--- src/rtl/mem_arb_pkg.sv ---
// ============================================================================
// Module   : mem_arb_pkg
// Purpose  : Shared types and limits for the two-port memory arbiter.
// Revision : 1.0 - initial release
// ============================================================================
`default_nettype none

package mem_arb_pkg;

  typedef enum logic {
    OWNER_CORE = 1'b0,
    OWNER_AUX  = 1'b1
  } mem_owner_t;

  typedef struct packed {
    logic       valid;
    mem_owner_t owner;
  } mem_tag_t;

  localparam int MEM_ARB_MAX_RD_LATENCY = 4;

endpackage

`default_nettype wire

--- src/rtl/mem_arb_tag_pipe.sv ---
// ============================================================================
// Module   : mem_arb_tag_pipe
// Purpose  : DEPTH-stage shift register carrying read-return ownership tags.
// Revision : 1.0 - initial release
// ============================================================================
`default_nettype none

module mem_arb_tag_pipe
  import mem_arb_pkg::*;
#(
  parameter int DEPTH = 1
) (
  input  logic     clk,
  input  logic     rst,
  input  mem_tag_t tag_in,
  output mem_tag_t tag_out
);

  localparam mem_tag_t c_tag_idle = '{valid: 1'b0, owner: OWNER_CORE};

  mem_tag_t r_stage [DEPTH];

  always_ff @(posedge clk or posedge rst) begin
    if (rst) begin
      for (int i = 0; i < DEPTH; i++) r_stage[i] <= c_tag_idle;
    end else begin
      r_stage[0] <= tag_in;
      for (int i = 1; i < DEPTH; i++) r_stage[i] <= r_stage[i-1];
    end
  end

  assign tag_out = r_stage[DEPTH-1];

endmodule

`default_nettype wire

--- src/rtl/mem_port_arbiter.sv ---
// ============================================================================
// Module   : mem_port_arbiter
// Purpose  : Shares one synchronous memory port between the core (port 0) and
//            an auxiliary master (port 1); steers read returns to their owner.
//            Define MEM_ARB_ROUND_ROBIN_EN for bounded-burst rotation,
//            otherwise port 0 has strict priority.
// Revision : 1.0 - initial release
// ============================================================================
`default_nettype none

module mem_port_arbiter
  import mem_arb_pkg::*;
#(
  parameter int RD_LATENCY = 1,
  parameter int MAX_BURST  = 4
) (
  input  logic        clk,
  input  logic        rst,
  input  logic        req0,
  input  logic        req1,
  input  logic [31:0] addr0,
  input  logic [31:0] addr1,
  input  logic [31:0] wr_data0,
  input  logic [31:0] wr_data1,
  input  logic        wr_ena0,
  input  logic        wr_ena1,
  output logic        gnt0,
  output logic        gnt1,
  output logic [31:0] rd_data0,
  output logic [31:0] rd_data1,
  output logic        rd_valid0,
  output logic        rd_valid1,
  output logic [31:0] mem_addr,
  output logic [31:0] mem_wr_data,
  output logic        mem_wr_ena,
  input  logic [31:0] mem_rd_data
);

  logic       w_win_core;
  logic       w_gnt0;
  logic       w_gnt1;
  mem_owner_t w_grant_owner;
  mem_tag_t   w_push_tag;
  mem_tag_t   w_pop_tag;

`ifdef MEM_ARB_ROUND_ROBIN_EN
  localparam int                 c_cnt_w     = $clog2(MAX_BURST + 1);
  localparam logic [c_cnt_w-1:0] c_burst_max = c_cnt_w'(MAX_BURST);

  mem_owner_t         r_last_owner;
  logic [c_cnt_w-1:0] r_burst_cnt;
  logic               w_keep;

  // A zero count means the previous cycle was idle: no streak to extend, so
  // contention goes to the port that did not own the last grant.
  always_comb begin
    w_keep     = (r_burst_cnt != '0) && (r_burst_cnt < c_burst_max);
    w_win_core = w_keep ? (r_last_owner == OWNER_CORE)
                        : (r_last_owner == OWNER_AUX);
  end

  always_ff @(posedge clk or posedge rst) begin
    if (rst) begin
      r_last_owner <= OWNER_AUX;
      r_burst_cnt  <= '0;
    end else if (w_gnt0 || w_gnt1) begin
      r_last_owner <= w_grant_owner;
      if (w_grant_owner != r_last_owner) begin
        r_burst_cnt <= c_cnt_w'(1);
      end else if (r_burst_cnt != c_burst_max) begin
        r_burst_cnt <= r_burst_cnt + 1'b1;
      end
    end else begin
      r_burst_cnt <= '0;
    end
  end
`else
  assign w_win_core = 1'b1;
`endif

  assign w_gnt0        = !rst && req0 && (!req1 || w_win_core);
  assign w_gnt1        = !rst && req1 && !(req0 && w_win_core);
  assign w_grant_owner = w_gnt1 ? OWNER_AUX : OWNER_CORE;
  assign gnt0          = w_gnt0;
  assign gnt1          = w_gnt1;

  always_comb begin
    mem_addr    = '0;
    mem_wr_data = '0;
    mem_wr_ena  = 1'b0;
    if (w_gnt0) begin
      mem_addr    = addr0;
      mem_wr_data = wr_data0;
      mem_wr_ena  = wr_ena0;
    end else if (w_gnt1) begin
      mem_addr    = addr1;
      mem_wr_data = wr_data1;
      mem_wr_ena  = wr_ena1;
    end
  end

  always_comb begin
    w_push_tag.valid = (w_gnt0 && !wr_ena0) || (w_gnt1 && !wr_ena1);
    w_push_tag.owner = w_grant_owner;
  end

  mem_arb_tag_pipe #(
    .DEPTH (RD_LATENCY)
  ) u_tag_pipe (
    .clk     (clk),
    .rst     (rst),
    .tag_in  (w_push_tag),
    .tag_out (w_pop_tag)
  );

  // Data is broadcast to both ports; only the strobe identifies the owner.
  assign rd_data0  = mem_rd_data;
  assign rd_data1  = mem_rd_data;
  assign rd_valid0 = w_pop_tag.valid && (w_pop_tag.owner == OWNER_CORE);
  assign rd_valid1 = w_pop_tag.valid && (w_pop_tag.owner == OWNER_AUX);

endmodule

`default_nettype wire

--- config.mk ---
export PLATFORM = sky130hd
export DESIGN_NAME = mem_port_arbiter
export DESIGN_NICKNAME = d
export VERILOG_FILES = /design/src/rtl/mem_arb_pkg.sv /design/src/rtl/mem_arb_tag_pipe.sv /design/src/rtl/mem_port_arbiter.sv
export SDC_FILE = /design/constraint.sdc
export NUM_CORES = 1
export LEC_CHECK = 0
export ABC_AREA = 0
export BUFFER_PORTS_ARGS = -buffer_cell sky130_fd_sc_hd__buf_2
export CELL_PAD_IN_SITES_DETAIL_PLACEMENT = 1
export CELL_PAD_IN_SITES_GLOBAL_PLACEMENT = 1
export CORE_AREA = 2 2 115 117
export CTS_BUF_LIST = sky130_fd_sc_hd__clkbuf_8
export DETAILED_ROUTE_END_ITERATION = 10
export DIE_AREA = 0 0 117 119
export PLACE_DENSITY_LB_ADDON = 0.1
export SETUP_SLACK_MARGIN = 0.15
export SYNTH_ARGS = -nofsm -noshare
export SYNTH_HDL_FRONTEND = slang
export SYNTH_HIERARCHICAL = 1
export SYNTH_SLANG_ARGS = --single-unit
--- constraint.sdc ---
create_clock -name clk -period 3.75 [get_ports clk]
set_input_delay 0.9375 -clock clk [delete_from_list [all_inputs] [get_ports clk]]
set_output_delay 0.9375 -clock clk [all_outputs]
set_load 0.05 [all_outputs]
==> impl_metrics.json, run 1 <==
{
  "status": "complete, no violations",
  "rsz0062_at_grt": "false",
  "hp-class": "in2async",
  "timing.final.max_slew_violations": 0,
  "crit_required_ps": 2810,
  "dr.first_iter.drc_count": 54,
  "slew_headroom_pct": 70.72,
  "swShare_pct": 55.55,
  "start_kind": "input pin",
  "die_area_um2": 13920,
  "die_y_um": 119,
  "cts_buffers": 3,
  "synth_mux_area_share_pct": 0,
  "fp-row-count": 42,
  "critPathKind": "in2out",
  "root_buffer": "clkbuf_8",
  "crit_fanout": 36,
  "cts_tree": "built",
  "final_cell_mix": "buf_2, a32o_1, buf_4",
  "final_common_cell": "buf_2",
  "seq_area_frac_synth_pct": 3.650,
  "firstDrtPassIters": 4,
  "ys_types": 13,
  "cts_setup_buffers": 0,
  "crit_top_cell": "buf_2",
  "fmax_mhz": 322.5,
  "maxCapViolations": 0,
  "grt_pass1_vias": 1798,
  "synthAdderAreaFrac_pct": 0,
  "vdd_drop_max_v": 0.00006662,
  "final_nets": 456,
  "synth_fp_nets": 328,
  "endpoint_kind": "output port",
  "netlist_area_um2": 1371,
  "portBuffers": 202,
  "min_period_over_period_pct": 82.69,
  "yosys_warnings": 6,
  "grt_first_pass_wirelength_um": 9218,
  "vias": 1870,
  "intPower_w": 0.0002058,
  "antenna_found_initial": 0,
  "largest_register_ffs": 2,
  "core-area_um2": 12870,
  "synth-seq-cells": 2,
  "placed_area_um2": 2052,
  "cp_slowest_stage_delay_ps": 360,
  "ctsResizeCount": 0,
  "routed_wl_um": 6773,
  "cp.arrival_ps": 2160,
  "p_per_area_nw_per_um2": 221.1,
  "routedWlPerCell_um": 14.60,
  "vias_per_cell": 4.030,
  "areaGrowthSynthToFinish_pct": 52.65,
  "die_w_um": 117,
  "yosys.area_share.simple_pct": 2.555,
  "power_switching_w": 0.0002571,
  "pwr-share-comb_pct": 77.1,
  "synth_cells": 162,
  "htreeDepth": 1,
  "clockBufferDepth": 2,
  "clockPowerShare_pct": 17.9,
  "synth_top_family_by_area": "compound AO/OA/AOI/OAI gates",
  "path_cells": "buf_2 -> nand2b_1 -> inv_2 -> buf_4 -> a32o_1 -> buf_2",
  "finalHoldViolCount": 0,
  "period_needed_ps": 3101,
  "setup_viol": 0,
  "gp_congestion": 0.6502,
  "fin_tns_setup_ps": 0,
  "initial_utilization_pct": 10.65,
  "synth-compound-area-share_pct": 48.08,
  "postLayoutCellArea_um2": 2093,
  "drc": 0,
  "grt_max_degree": 38,
  "clk_pin_slew_worst_paths_ps": 30,
  "holdBufCountCts": 0,
  "hold_slack_ps": 616.4,
  "grt_usage_pct": 8.295,
  "dp_hpwl_um": 5440,
  "num_antenna_cells": 0,
  "avgSynthCellArea_um2": 8.465,
  "drt.antenna.violating_nets": 0,
  "drive_gt1_share_pct": 74.31,
  "p_leak_nw": 1.129,
  "synthXorXnorAreaFrac_pct": 0,
  "tightest_slew_ps": 438.5,
  "overflow": 0,
  "power_frac_seq_pct": 5.0,
  "crit_path_top_delay_cell": "buf_4",
  "clock-sinks": 2,
  "pin_count": 299
}
==> routing by layer <==
metal	up-vias	share of wire [%]	wire (µm)	GRT usage, %
met3	27	11	751	1.374
li1	849	-	-	-
met4	0	2.4	164	2.647
met1	850	33	2256	7.602
met2	144	53	3601	17.56
met5	-	0	0	0
==> stage by stage <==
| step | total power, W | utilization, % | worst slack (ps) | instances |
|---|---|---|---|---|
| 2_1_floorplan | 0.0004450 | - | 829.2 | 162 |
| 3_3_place_gp | 0.0003867 | 15.94 | 625.4 | 461 |
| 3_5_place_dp | 0.0003841 | 15.94 | 623.7 | 461 |
| 4_1_cts | 0.0004710 | 16.26 | 622.0 | 464 |
| 5_1_grt | 0.0004894 | 16.26 | 557.8 | 464 |
| 6_report | 0.0004629 | 16.26 | 649.1 | 464 |
==> critical path: cells and delay by family <==
| family | cells | cell delay, ps |
|---|---|---|
| compound gates | 1 | 190 |
| buf+inv | 4 | 830 |
| simple gates | 1 | 180 |
==> how the worst max path moves through the flow <==
| stage | end | slack, ps | start |
|---|---|---|---|
| 2_1_floorplan | mem_wr_data[22] | 830 | rst |
| 3_3_place_gp | mem_wr_data[2] | 630 | req0 |
| 3_5_place_dp | mem_wr_data[2] | 620 | req0 |
| 4_1_cts | mem_wr_data[2] | 620 | req0 |
| 5_1_grt | mem_wr_data[2] | 560 | req0 |
| 6_report | mem_wr_data[2] | 650 | rst |
==> kinds of logic after synthesis <==
| group | Yosys count |
|---|---|
| buf+inv | 88 |
| compound gates | 66 |
| simple gates | 6 |
| flops | 2 |
==> power by group through the flow <==
| stage | clock, W | combinational [W] | sequential (W) |
|---|---|---|---|
| 6_report | 0.0000828 | 0.000357 | 0.0000232 |
| 3_5_place_dp | 0 | 0.000361 | 0.0000234 |
| 4_1_cts | 0.0000864 | 0.000361 | 0.0000232 |
| 3_3_place_gp | 0 | 0.000363 | 0.0000234 |
| 5_1_grt | 0.0000876 | 0.000378 | 0.0000234 |
| 2_1_floorplan | 0 | 0.000422 | 0.0000233 |
==> synthesized netlist by cell type (all sizes together) <==
master | number | area, µm²
a32o | 65 | 650.6
and2 | 1 | 6.260
buf | 84 | 611.8
clkbuf | 1 | 3.750
dfrtp | 2 | 50.05
inv | 3 | 11.26
nand2b | 2 | 12.51
nor2 | 1 | 3.750
nor2b | 2 | 12.51
o32ai | 1 | 8.760
==> final cells by class <==
class | count | area (µm²)
fill | 1606 | 10780
tap | 176 | 220.2
inverter | 3 | 11.26
timing repair buffer | 208 | 1069
sequential | 2 | 50.05
clock buffer | 3 | 41.29
multi-input combinational | 72 | 701.9
No activity file was read; power rests on OpenSTA's default activity.
==> inputs of run 2 (changes only) <==
CORE_AREA = 2 2 116 118   (was 2 2 115 117)
DIE_AREA = 0 0 118 120   (was 0 0 117 119)
clock period = 3.1 ns   (was 3.75 ns; I/O delays follow)
==> run 2 against run 1 <==
  * Clock power grew 22%
  * Die area grew 1.7%
  * Critical path type unchanged
  * Count of clock-buffer cells in the layout is the same
  * Sequential share of layout area is essentially flat
  * Power grew 21%
  * Wire length grew 1.1%
  * Utilization shrank 0.093 points
==> impl_metrics.json, run 2 (synthesis gave the netlist of run 1 again) <==
{
  "start_kind": "input pin",
  "fp-row-count": 42,
  "gp_congestion": 0.6705,
  "cp_slowest_stage_delay_ps": 280,
  "path_cells": "buf_2 -> nand2b_1 -> inv_2 -> buf_12 -> a32o_1 -> buf_2",
  "vdd_drop_max_v": 0.00007457,
  "num_antenna_cells": 0,
  "wl_met2_um": 3480,
  "overflow": 0,
  "drc": 0,
  "cts_setup_buffers": 0,
  "p_leak_nw": 1.126,
  "clk_pin_slew_worst_paths_ps": 30,
  "clockBufferDepth": 2,
  "die_area_um2": 14160,
  "final_util_pct": 16.17,
  "placed_area_um2": 2057,
  "dr.first_iter.drc_count": 82,
  "drive_gt1_share_pct": 74.22,
  "hp-class": "in2async",
  "initial_utilization_pct": 10.56,
  "worst-path-buf-inv": 4,
  "postLayoutCellArea_um2": 2098,
  "pin_count": 299,
  "portBuffers": 202,
  "endpoint_kind": "output port",
  "crit_fanout": 66,
  "min_period_over_period_pct": 87.71,
  "firstDrtPassIters": 4,
  "seq_area_um2": 50.05,
  "critPathKind": "in2out",
  "die_w_um": 118,
  "pre_cts_ws_ps": 382.0,
  "endpoint": "mem_addr[13]",
  "p_per_area_nw_per_um2": 267.8,
  "cp.arrival_ps": 1940,
  "die_y_um": 120,
  "holdBufCountCts": 0,
  "topRoutingLayerUsed": "met4",
  "grt_first_pass_wirelength_um": 10170,
  "slew_headroom_pct": 74.06,
  "crit_top_cell": "buf_2",
  "timing.final.max_slew_violations": 0,
  "drt.antenna.violating_nets": 0,
  "fmax_mhz": 367.8,
  "multiInputGateArea_um2": 701.9,
  "areaGrowthSynthToFinish_pct": 53.01,
  "crit_family": "buffers and inverters",
  "fillerInstances": 1644,
  "grt_usage_pct": 8.732,
  "grt_pass1_vias": 1874,
  "setup_viol": 0,
  "crit_start": "rst",
  "vias": 1841,
  "design_power_total_w": 0.0005618,
  "layout_setup_ws_ps": 381.1,
  "routed_wl_um": 6849,
  "ctsResizeCount": 0,
  "fin_tns_setup_ps": 0,
  "dp_hpwl_um": 5345,
  "antenna_found_initial": 0,
  "crit_cells": 6,
  "largest_register_ffs": 2,
  "status": "complete, no violations",
  "root_buffer": "clkbuf_8",
  "core-area_um2": 12980,
  "tightest_slew_ps": 389.0,
  "final_nets": 455,
  "maxCapViolations": 0,
  "routedWlPerCell_um": 14.79,
  "cts_tree": "built",
  "finalHoldViolCount": 0,
  "htreeDepth": 1,
  "final_cell_mix": "buf_2, a32o_1, clkbuf_8, buf_4",
  "grt_max_degree": 67,
  "period_needed_ps": 2719,
  "cts_buffers": 3,
  "final_common_cell": "buf_2",
  "crit_required_ps": 2320,
  "rsz0062_at_grt": "false",
  "vias_per_cell": 3.976,
  "crit_path_top_delay_cell": "buf_12",
  "wl_met1_um": 2486,
  "clock-sinks": 2,
  "wl_met3_um": 701
}
## run 2: worst min path at each step
stage | start | to | slack [ps] | depth (start not counted)
6_report | rst | u_tag_pipe/tag_out[1] | 460 | 2
2_1_floorplan | rst | u_tag_pipe/tag_out[0] | 520 | 1
3_3_place_gp | rst | u_tag_pipe/tag_out[1] | 680 | 2
4_1_cts | rst | u_tag_pipe/tag_out[1] | 450 | 2
3_5_place_dp | rst | u_tag_pipe/tag_out[1] | 680 | 2
5_1_grt | rst | u_tag_pipe/tag_out[1] | 460 | 2
## run 2: power breakdown
part	internal [W]	total (W)	switching (W)
registers	0.0000276	0.0000280	0.000000441
clock network	0.0000820	0.000101	0.0000187
logic	0.000141	0.000433	0.000293
## run 2: cell type report
cell class	count	share of cell area (%)
flip-flops and latches	2	2.385
well taps	176	10.49
repair buffers	207	51.16
inverters	3	0.5367
clock buffers	3	1.968
multi-input cells	72	33.45
## run 2: per-layer routing
layer,GRT usage [%],vias up
met1,9.185,845
li1,-,846
met5,0,-
met4,3.614,0
met2,16.46,124
met3,2.234,26
## run 2: stage by stage
stage	hold WS [ps]	cells
finish	457.4	463
global route	461.2	463
CTS	453.3	463
detailed placement	675.8	460
global placement	676.7	460
floorplan	516.2	162
